==> src/rtl/unit_a_mul_ctrl_if.sv <==
// rtl/unit_a_mul_ctrl_if.sv - operand/function bus between the multiply controller and unit_A
interface unit_a_mul_ctrl_if #(
    parameter int WIDTH = 32
);
    logic [WIDTH-1:0] alu_A;
    logic [WIDTH-1:0] alu_B;
    logic [3:0]       alu_f;
    logic [WIDTH-1:0] alu_S;
    logic             alu_c_out;

    modport master (
        output alu_A, alu_B, alu_f,
        input  alu_S, alu_c_out
    );

    modport slave (
        input  alu_A, alu_B, alu_f,
        output alu_S, alu_c_out
    );
endinterface

==> src/rtl/unit_a_mul_ctrl.sv <==
// rtl/unit_a_mul_ctrl.sv - shift-and-add 32x32->64 multiply sequencer driving the shared unit_A
// Optional two's-complement operands when UNIT_A_MUL_SIGNED_EN is defined.
module unit_a_mul_ctrl #(
    parameter int WIDTH = 32,
    parameter int ITER  = 32
) (
    input  logic                 clk,
    input  logic                 rst,
    input  logic                 start,
    input  logic [WIDTH-1:0]     op_a,
    input  logic [WIDTH-1:0]     op_b,
    output logic                 busy,
    output logic                 done,
    output logic [2*WIDTH-1:0]   product,
    unit_a_mul_ctrl_if.master    alu
);

    localparam int CW = $clog2(ITER);
    localparam logic [CW-1:0] LAST = CW'(ITER - 1);
    localparam logic [3:0] F_ADD = 4'b0100;

`ifdef UNIT_A_MUL_SIGNED_EN
    localparam logic [3:0] F_NOT = 4'b0110;
    localparam logic [3:0] F_INC = 4'b0111;

    typedef enum logic [3:0] {
        S_IDLE, S_RUN, S_DONE,
        S_PRE_A0, S_PRE_A1, S_PRE_B0, S_PRE_B1,
        S_POST_L0, S_POST_L1, S_POST_H0, S_POST_H1
    } state_t;
`else
    typedef enum logic [1:0] {
        S_IDLE, S_RUN, S_DONE
    } state_t;
`endif

    state_t           state, state_nxt;
    logic [WIDTH-1:0] mcand, mcand_nxt;
    logic [WIDTH-1:0] mplier, mplier_nxt;
    logic [WIDTH-1:0] acc_hi, acc_nxt;
    logic [CW-1:0]    cnt, cnt_nxt;
`ifdef UNIT_A_MUL_SIGNED_EN
    logic             neg, neg_nxt;
    logic             lo_carry, lo_carry_nxt;
`endif

    always_ff @(posedge clk) begin
        if (rst) begin
            state   <= S_IDLE;
            mcand   <= '0;
            mplier  <= '0;
            acc_hi  <= '0;
            cnt     <= '0;
            product <= '0;
`ifdef UNIT_A_MUL_SIGNED_EN
            neg      <= 1'b0;
            lo_carry <= 1'b0;
`endif
        end else begin
            state  <= state_nxt;
            mcand  <= mcand_nxt;
            mplier <= mplier_nxt;
            acc_hi <= acc_nxt;
            cnt    <= cnt_nxt;
`ifdef UNIT_A_MUL_SIGNED_EN
            neg      <= neg_nxt;
            lo_carry <= lo_carry_nxt;
`endif
            // Latch the value being written this edge so the final step is included
            if (state_nxt == S_DONE)
                product <= {acc_nxt, mplier_nxt};
        end
    end

    always_comb begin
        state_nxt  = state;
        mcand_nxt  = mcand;
        mplier_nxt = mplier;
        acc_nxt    = acc_hi;
        cnt_nxt    = cnt;
        alu.alu_A  = '0;
        alu.alu_B  = '0;
        alu.alu_f  = F_ADD;
        busy       = 1'b0;
        done       = 1'b0;
`ifdef UNIT_A_MUL_SIGNED_EN
        neg_nxt      = neg;
        lo_carry_nxt = lo_carry;
`endif
        case (state)
            S_IDLE: begin
                if (start) begin
                    mcand_nxt  = op_a;
                    mplier_nxt = op_b;
                    acc_nxt    = '0;
                    cnt_nxt    = '0;
`ifdef UNIT_A_MUL_SIGNED_EN
                    neg_nxt    = op_a[WIDTH-1] ^ op_b[WIDTH-1];
                    state_nxt  = op_a[WIDTH-1] ? S_PRE_A0 :
                                 op_b[WIDTH-1] ? S_PRE_B0 : S_RUN;
`else
                    state_nxt  = S_RUN;
`endif
                end
            end
            S_RUN: begin
                busy      = 1'b1;
                alu.alu_A = acc_hi;
                alu.alu_B = mplier[0] ? mcand : '0;
                // Carry becomes the new top bit, so nothing is lost on max operands
                {acc_nxt, mplier_nxt} = {alu.alu_c_out, alu.alu_S, mplier[WIDTH-1:1]};
                cnt_nxt   = cnt + CW'(1);
                if (cnt == LAST) begin
`ifdef UNIT_A_MUL_SIGNED_EN
                    state_nxt = neg ? S_POST_L0 : S_DONE;
`else
                    state_nxt = S_DONE;
`endif
                end
            end
            S_DONE: begin
                done      = 1'b1;
                state_nxt = S_IDLE;
            end
`ifdef UNIT_A_MUL_SIGNED_EN
            S_PRE_A0: begin
                busy      = 1'b1;
                alu.alu_A = mcand;
                alu.alu_f = F_NOT;
                mcand_nxt = alu.alu_S;
                state_nxt = S_PRE_A1;
            end
            S_PRE_A1: begin
                busy      = 1'b1;
                alu.alu_A = mcand;
                alu.alu_f = F_INC;
                mcand_nxt = alu.alu_S;
                state_nxt = mplier[WIDTH-1] ? S_PRE_B0 : S_RUN;
            end
            S_PRE_B0: begin
                busy       = 1'b1;
                alu.alu_A  = mplier;
                alu.alu_f  = F_NOT;
                mplier_nxt = alu.alu_S;
                state_nxt  = S_PRE_B1;
            end
            S_PRE_B1: begin
                busy       = 1'b1;
                alu.alu_A  = mplier;
                alu.alu_f  = F_INC;
                mplier_nxt = alu.alu_S;
                state_nxt  = S_RUN;
            end
            S_POST_L0: begin
                busy       = 1'b1;
                alu.alu_A  = mplier;
                alu.alu_f  = F_NOT;
                mplier_nxt = alu.alu_S;
                state_nxt  = S_POST_L1;
            end
            S_POST_L1: begin
                busy         = 1'b1;
                alu.alu_A    = mplier;
                alu.alu_f    = F_INC;
                mplier_nxt   = alu.alu_S;
                lo_carry_nxt = alu.alu_c_out;
                state_nxt    = S_POST_H0;
            end
            S_POST_H0: begin
                busy      = 1'b1;
                alu.alu_A = acc_hi;
                alu.alu_f = F_NOT;
                acc_nxt   = alu.alu_S;
                state_nxt = lo_carry ? S_POST_H1 : S_DONE;
            end
            S_POST_H1: begin
                busy      = 1'b1;
                alu.alu_A = acc_hi;
                alu.alu_f = F_INC;
                acc_nxt   = alu.alu_S;
                state_nxt = S_DONE;
            end
`endif
            default: state_nxt = S_IDLE;
        endcase
    end

endmodule

==> src/flat_wrapper.sv <==
// flat-port wrapper written by rule: the top's interface ports become plain ports
module unit_a_mul_ctrl_flat 
#(
    parameter int WIDTH = 32,
    parameter int ITER  = 32
)
  (clk, rst, start, op_a, op_b, busy, done, product, alu_alu_A, alu_alu_B, alu_alu_f, alu_alu_S, alu_alu_c_out);
  unit_a_mul_ctrl_if #(.WIDTH(WIDTH)) alu_i ();
  input  logic clk;
  input  logic rst;
  input  logic start;
  input  logic [WIDTH-1:0] op_a;
  input  logic [WIDTH-1:0] op_b;
  output logic busy;
  output logic done;
  output logic [2*WIDTH-1:0] product;
  output wire logic [$bits(alu_i.alu_A)-1:0] alu_alu_A;
  output wire logic [$bits(alu_i.alu_B)-1:0] alu_alu_B;
  output wire logic [$bits(alu_i.alu_f)-1:0] alu_alu_f;
  input wire logic [$bits(alu_i.alu_S)-1:0] alu_alu_S;
  input wire logic [$bits(alu_i.alu_c_out)-1:0] alu_alu_c_out;
  assign alu_alu_A = alu_i.alu_A;
  assign alu_alu_B = alu_i.alu_B;
  assign alu_alu_f = alu_i.alu_f;
  assign alu_i.alu_S = alu_alu_S;
  assign alu_i.alu_c_out = alu_alu_c_out;
  unit_a_mul_ctrl #(.WIDTH(WIDTH), .ITER(ITER)) u_core (.clk(clk), .rst(rst), .start(start), .op_a(op_a), .op_b(op_b), .busy(busy), .done(done), .product(product), .alu(alu_i));
endmodule
==> config.mk <==
export PLATFORM = sky130hd
export DESIGN_NAME = unit_a_mul_ctrl_flat
export DESIGN_NICKNAME = d
export VERILOG_FILES = /design/src/rtl/unit_a_mul_ctrl_if.sv /design/src/rtl/unit_a_mul_ctrl.sv /design/src/flat_wrapper.sv
export SDC_FILE = /design/constraint.sdc
export NUM_CORES = 1
export LEC_CHECK = 0
export ABC_AREA = 0
export ABC_CLOCK_PERIOD_IN_PS = 3640
export CAP_MARGIN = 20
export CORE_MARGIN = 2
export CORE_UTILIZATION = 49
export DETAILED_ROUTE_END_ITERATION = 6
export PLACE_DENSITY_LB_ADDON = 0.08
export SLEW_MARGIN = 25
export SYNTH_ARGS = -nofsm -noshare
export SYNTH_HDL_FRONTEND = slang
export SYNTH_SLANG_ARGS = --single-unit
==> constraint.sdc <==
create_clock -name clk -period 3.64 [get_ports clk]
set_input_delay 0.728 -clock clk [delete_from_list [all_inputs] [get_ports clk]]
set_output_delay 0.728 -clock clk [all_outputs]
set_load 0.005 [all_outputs]
==> out/metrics.csv, run 1 <==
stage,metric,value,unit
floorplanning,chip width,122.5,µm
worst_setup_path,"delay-heaviest family, CP",flip-flops,
route,antenna-violating nets left,0,
layout,# diodes,0,
clocking,Inserted Clock Buffers,17,
synthesis,Synth top area share,48.61,%
floorplanning,row count,43,
clocking,clk_lat worst skew,420,ps
clocking,CTS H-Tree Depth,4,
worst_setup_path,"Max FO, Critical Path",33,
worst_setup_path,Required @ worst endpoint,2910,ps
floorplanning,floorplan core area,13770,µm²
worst_setup_path,CP Launch Point,u_core.mplier[0]$_SDFF_PP0_,
synthesis,"Seq/Total Area, Yosys",48.61,%
layout,layout cells sized above 1,5.331,%
global_routing,first-pass GRT wire length,27660,µm
timing,Final Hold Viols,0,
worst_setup_path,"Arr. time, crit path",2130,ps
synthesis,Post-Syn Instances,823,
place,Final HPWL DP,10780,µm
layout,Area Overhead vs Synth,41.44,%
hold_path,hold path startpoint,u_core.mcand[1]$_SDFFE_PP0P_,
worst_setup_path,slowest cell delay on critical path,900,ps
route,via count,6127,
timing,final setup fails,0,
floorplanning,IO Pins,234,
power,Sw Share,21.96,%
clocking,Root Driver,clkbuf_16,
synthesis,"area leader, netlist",dfxtp_1,
layout,final instance area,9728,µm²
place,dpl cell area,9095,µm²
route,DRC,0,
floorplanning,die area,15000,µm²
timing,Total Neg Setup Slack,0,ps
synthesis,"Primary FF master, synth",dfxtp_1,
route,Routed WL per cell,14.61,µm
clocking,Post-CTS Hold Buffers,0,
worst_setup_path,crit path kind,reg2out,
layout,"commonest non-fill, non-tap cell in the layout",clkdlybuf4s50_1,
timing,RSZ-0062 raised after global routing,false,
worst_setup_path,"Slowest-stage cell, CP",dfxtp_1,
worst_setup_path,flop-to-flop setup slack,1300,ps
route,Post-Route WL,17430,µm
worst_setup_path,worst-path cell chain,and3_1 -> clkdlybuf4s50_1,
timing,final cycle utilization of the critical path,78.63,%
synthesis,"EDFF count, synth",0,
global_routing,initial antenna violation count,0,
synthesis,Yosys reg bits,167,
clocking,Post-CTS Setup Repair Bufs,0,
timing,Tightest Pin Transition,892.1,ps
synthesis,number of synthesis warnings,0,
layout,fin nets,1102,
place,Place WS,976.3,ps
clocking,post-CTS sizing,0,
power,part of the power in combinational logic,9.9,%
global_routing,pin count of the biggest net entering global routing,136,
power,P_sw,0.0009376,W
layout,Fillers,1145,
timing,Layout Skew,7.027,ps
worst_setup_path,RR Startpoint,u_core.state[0]$_SDFF_PP0_,
clocking,Clock Path Buffers,2,
floorplanning,Die Span Y,122.5,µm
synthesis,synth unique cells,32,
timing,relative slew slack,40.44,%
global_routing,total global routing track utilization,23.10,%
worst_setup_path,WP buf/inv,1,
global_routing,total gr overflow,0,
timing,Final Max Slew Viols,0,
floorplanning,initial core utilization,49.94,%
layout,most frequent cells in the layout,"clkdlybuf4s50_1 (228), dfxtp_1 (166), nor2_1 (101), nand2_1 (96), a21oi_1 (96)",
power,Internal,0.003332,W
route,via/cell ratio,5.136,
layout,post-layout util,70.63,%
clocking,CTS tree,built,
flow_run,Max-cap violations,0,
clocking,"Clk pin slew, worst setup/hold paths",60,ps
power,leak pwr,3.613,nW
timing,maximum clock rate,349.4,MHz
route,initial DRC count,428,
run_status,status,finished clean,
synthesis,Post-Synthesis Cell Area,6878,µm²
global_routing,vias in the first global route,5657,
power,sequential share of power,45.3,%
worst_setup_path,CP endpoint kind,output port,
synthesis,syn avg cell area,8.357,µm²
timing,final worst-path setup slack,777.8,ps
hold_path,worst min path class,reg2reg,
power,clock share of power,44.7,%
timing,min Tclk post-route,2862,ps
place,I/O Buffers,229,
power,Worst IR Drop VDD,0.3696,mV
synthesis,cells taking the most area after synthesis,"dfxtp_1 (49%), a21oi_1 (7.0%), nor2_1 (5.5%)",
place,placed cell count,1161,
synthesis,post-synthesis async set-or-reset flop share,0,%
layout,final std cells w/o fill,1193,
route,Initial DRT Pass Iterations,4,
place,final RePlAce weighted congestion,0.7428,
clocking,CTS sink cnt,167,
worst_setup_path,critical path launch point type,register,
power,PD cells,438.9,nW/µm²
==> through the flow <==
step	hold WS (ps)	power (W)
floorplan	431.9	0.002223
global placement	436.6	0.002394
detailed placement	441.8	0.002398
CTS	450.1	0.004315
global route	465.6	0.004437
finish	449.6	0.004270
==> tightest hold or removal path: cells and delay by family, from the launching register on <==
family | cells | cell delay, ps
flip-flops | 1 | 300
AND/OR/NAND/NOR | 1 | 50
AO/OA/AOI/OAI | 1 | 50
==> power groups by stage <==
stage | combinational [W] | sequential [W] | clock (W)
finish | 0.000423 | 0.00194 | 0.00191
detailed placement | 0.000423 | 0.00197 | 0
global placement | 0.000420 | 0.00197 | 0
floorplan | 0.000262 | 0.00196 | 0
CTS | 0.000427 | 0.00194 | 0.00195
global route | 0.000468 | 0.00194 | 0.00202
==> cell type report <==
cell class / count / area, µm² / area share (%)
multi-input combinational: 574 / 3115 / 32.03
tap: 180 / 225.2 / 2.315
clock inverter: 9 / 145.1 / 1.492
clock buffer: 23 / 488.0 / 5.016
timing repair buffer: 240 / 2410 / 24.77
sequential: 167 / 3344 / 34.38
==> cell families (layout without fill, tap and decap cells) <==
| kind of cell | count (synthesis) | count (layout) | synth area share, % |
|---|---|---|---|
| AOI/OAI and AO/OA | 168 | 168 | 14.97 |
| DFF | 167 | 167 | 48.61 |
| adders and majority gates | 2 | 2 | 0.3638 |
| and+or+nand+nor | 399 | 399 | 29.42 |
| muxes | 1 | 1 | 0.1637 |
| other | 2 | 4 | 0.1092 |
| buffers and inverters | 84 | 272 | 6.367 |
==> layer usage <==
| layer | track usage [%] | vias to the layer above | routed length, µm |
|---|---|---|---|
| li1 | - | 3152 | - |
| met1 | 28.99 | 2776 | 7546 |
| met2 | 36.67 | 180 | 8296 |
| met3 | 7.574 | 19 | 1300 |
| met4 | 9.339 | 0 | 290 |
| met5 | 0 | - | 0 |
==> cells in the mapped netlist, drive strengths merged (2+ instances only) <==
library cell	n
nand2b	33
dfxtp	167
a211oi	34
nor2	101
clkbuf	39
nor3b	2
nor2b	2
a21oi	97
conb	2
or3b	33
ha	2
and2	32
and3	33
a22oi	34
nand3	32
buf	45
nand2	96
nor3	32
==> state kept, by name, summed over array words and instances (netlist names) <==
signal,count
u_core.mplier,32
u_core.mcand,32
u_core.cnt,5
u_core.acc_hi,32
u_core.state,2
u_core.product,64
==> path summary, 6_finish.rpt <==
path / to / depth (start not counted)
worst max register to register: u_core.product[24]$_SDFFE_PP0N_ / 5
worst max-delay path: alu_alu_B[25] / 2
worst min-delay path: u_core.mcand[1]$_SDFFE_PP0P_ / 2
worst min register to register: u_core.mcand[1]$_SDFFE_PP0P_ / 2
Note: power is estimated with default switching activity, not from simulation.
==> run 2, diff against run 1 <==
ABC_CLOCK_PERIOD_IN_PS = 2500   (was 3640)
CORE_UTILIZATION = 41   (was 49)
clock period = 2.5 ns   (was 3.64 ns; I/O delays follow)
==> run 2 against run 1 <==
  * Wire length is 7.9% higher
  * Die area is 19% higher
  * Combinational power is 63% higher
  * Setup slack worse by 690 ps
  * Clock skew hardly changed
  * Register-to-register slack worse by 790 ps
  * Sequential power is 45% higher
==> out/metrics.csv, run 2 (synthesis results as in run 1) <==
stage,metric,value,unit
worst_setup_path,slowest cell delay on critical path,490,ps
route,Post-Route WL,18810,µm
timing,maximum clock rate,414.0,MHz
place,final RePlAce weighted congestion,0.7603,
timing,final setup fails,0,
power,part of the power in combinational logic,11.5,%
flow_run,Max-cap violations,0,
layout,layout cells sized above 1,7.081,%
clocking,CTS sink cnt,167,
global_routing,pin count of the biggest net entering global routing,80,
timing,relative slew slack,65.92,%
floorplanning,chip width,133.5,µm
route,DRC,0,
place,dpl cell area,9260,µm²
place,placed cell count,1208,
floorplanning,IO Pins,234,
clocking,CTS H-Tree Depth,4,
run_status,status,finished clean,
clocking,"Clk pin slew, worst setup/hold paths",70,ps
power,total power,0.006018,W
worst_setup_path,"Arr. time, crit path",1920,ps
global_routing,initial antenna violation count,0,
clocking,CTS tree,built,
floorplanning,die area,17830,µm²
layout,Storage cell area,3344,µm²
timing,Final Hold Viols,0,
power,Internal,0.004515,W
layout,final instance area,10020,µm²
worst_setup_path,R2R cell count,7,
clocking,Post-CTS Hold Buffers,0,
route,Routed WL per cell,15.04,µm
worst_setup_path,flop-to-flop setup slack,510,ps
timing,Tightest Pin Transition,511.2,ps
layout,most frequent cells in the layout,"clkdlybuf4s50_1 (215), dfxtp_1 (166), nor2_1 (101), nand2_1 (96), a21oi_1 (96)",
floorplanning,row count,47,
route,initial DRC count,308,
power,PD cells,600.4,nW/µm²
power,Worst IR Drop VDD,0.4353,mV
timing,Final Max Slew Viols,0,
clocking,Clock Path Buffers,2,
floorplanning,Die Span Y,133.5,µm
hold_path,hold path depth,2,
floorplanning,floorplan core area,16470,µm²
layout,number of flip-flops under the largest register name,64,
worst_setup_path,Required @ worst endpoint,2000,ps
global_routing,total global routing track utilization,20.02,%
worst_setup_path,crit path kind,reg2out,
power,clock share of power,41.9,%
timing,Layout Skew,6.950,ps
clocking,Root Driver,clkbuf_16,
route,via/cell ratio,5.000,
hold_path,worst min path class,reg2reg,
clocking,clk_lat worst skew,420,ps
global_routing,total gr overflow,0,
route,Initial DRT Pass Iterations,4,
route,via count,6255,
layout,Fillers,1535,
power,Sw Share,24.98,%
timing,Total Neg Setup Slack,0,ps
layout,Multi-input gate area,3115,µm²
worst_setup_path,"Slowest-stage cell, CP",clkdlybuf4s50_1,
power,P_sw,0.001503,W
layout,# diodes,0,
worst_setup_path,critical path launch point type,register,
global_routing,first-pass GRT wire length,29150,µm
place,I/O Buffers,229,
layout,Area Overhead vs Synth,45.72,%
worst_setup_path,worst-path cell chain,nor2b_4 -> buf_12 -> buf_8 -> and3_1 -> clkdlybuf4s50_1,
worst_setup_path,CP endpoint kind,output port,
worst_setup_path,Reg2Reg Capture Point,u_core.product[31]$_SDFFE_PP0N_,
place,Final HPWL DP,11470,µm
route,antenna-violating nets left,0,
power,leak pwr,3.908,nW
timing,min Tclk post-route,2415,ps
timing,final cycle utilization of the critical path,96.62,%
layout,final std cells w/o fill,1251,
layout,fin nets,1120,
floorplanning,initial core utilization,41.77,%
worst_setup_path,RR Startpoint,u_core.cnt[0]$_SDFFE_PP0P_,
layout,largest reg by FF count,u_core.product,
timing,RSZ-0062 raised after global routing,false,
worst_setup_path,"Max FO, Critical Path",10,
hold_path,hold path startpoint,u_core.mcand[13]$_SDFFE_PP0P_,
clocking,Inserted Clock Buffers,17,
power,sequential share of power,46.7,%
global_routing,vias in the first global route,5675,
hold_path,Hold Path End,u_core.mcand[13]$_SDFFE_PP0P_,
layout,"commonest non-fill, non-tap cell in the layout",clkdlybuf4s50_1,
[run 2: cell count changes in the layout (fill, tap and decap cells not counted), moves of 2 or more]
cell | previous run | this run
clkdlybuf4s50_1 | 228 | 215
dlymetal6s2s_1 | 0 | 10
buf_12 | 3 | 9
clkinv_4 | 0 | 6
buf_4 | 9 | 13
buf_6 | 0 | 4
clkbuf_8 | 4 | 0
clkinv_2 | 5 | 1
inv_6 | 0 | 4
bufinv_16 | 4 | 1
clkbuf_16 | 17 | 20
clkinvlp_4 | 0 | 3
dlygate4sd2_1 | 0 | 3
clkbuf_1 | 2 | 0
[run 2: final cells by class]
cell class | count | share of cell area [%]
tap | 220 | 2.747
sequential | 167 | 33.37
clock inverter | 15 | 1.448
timing repair buffer | 258 | 27.10
clock buffer | 17 | 4.245
multi-input combinational | 574 | 31.09
[run 2: timing repair]
action | CTS | global route
gates cloned | 0 | 6
endpoints found under the setup margin | 6 | 46
gates resized for setup | 3 | 13
buffers inserted | 0 | 5
[run 2: power by group through the flow]
stage                     Clock [W]  Sequential [W]  Combinational (W)
final                       0.00252         0.00281           0.000690
after global routing        0.00270         0.00282           0.000762
after global placement            0         0.00286           0.000645
after floorplan                   0         0.00286           0.000381
after detailed placement          0         0.00287           0.000648
after CTS                   0.00258         0.00281           0.000651
[run 2: layer usage]
metal  vias up  part of all wire [%]  track usage [%]
li1       3202                     -                -
met1      2867                    45            26.46
met2       171                    47            30.93
met3        15                   6.9            6.583
met4         0                   1.2            6.619
met5         -                     0                0
[run 2: worst max-delay path, delay by kind of cell, from the launching register on]
family / cells / cell delay, ps
buffers and inverters: 3 / 770
and+or+nand+nor: 2 / 390
DFF: 1 / 340
[run 2: how the worst max path moves through the flow]
stage,from,endpoint,cells past startpoint
2_1_floorplan,u_core.cnt[0]$_SDFFE_PP0P_,u_core.product[10]$_SDFFE_PP0N_,8
3_3_place_gp,start,u_core.mcand[2]$_SDFFE_PP0P_,6
3_5_place_dp,start,u_core.mcand[6]$_SDFFE_PP0P_,6
4_1_cts,u_core.state[0]$_SDFF_PP0_,alu_alu_B[31],4
5_1_grt,u_core.state[0]$_SDFF_PP0_,alu_alu_B[21],5
6_report,u_core.state[0]$_SDFF_PP0_,alu_alu_B[21],5
[run 2: per-stage QoR]
| stage | hold WS [ps] | utilization (%) | setup WS (ps) |
|---|---|---|---|
| floorplan | 431.9 | - | 729.1 |
| global placement | 437.2 | 56.24 | 299.3 |
| detailed placement | 441.8 | 56.24 | 282.3 |
| CTS | 451.1 | 59.68 | -7.626 |
| global route | 463.1 | 60.87 | 1.694 |
| finish | 448.5 | 60.87 | 84.54 |
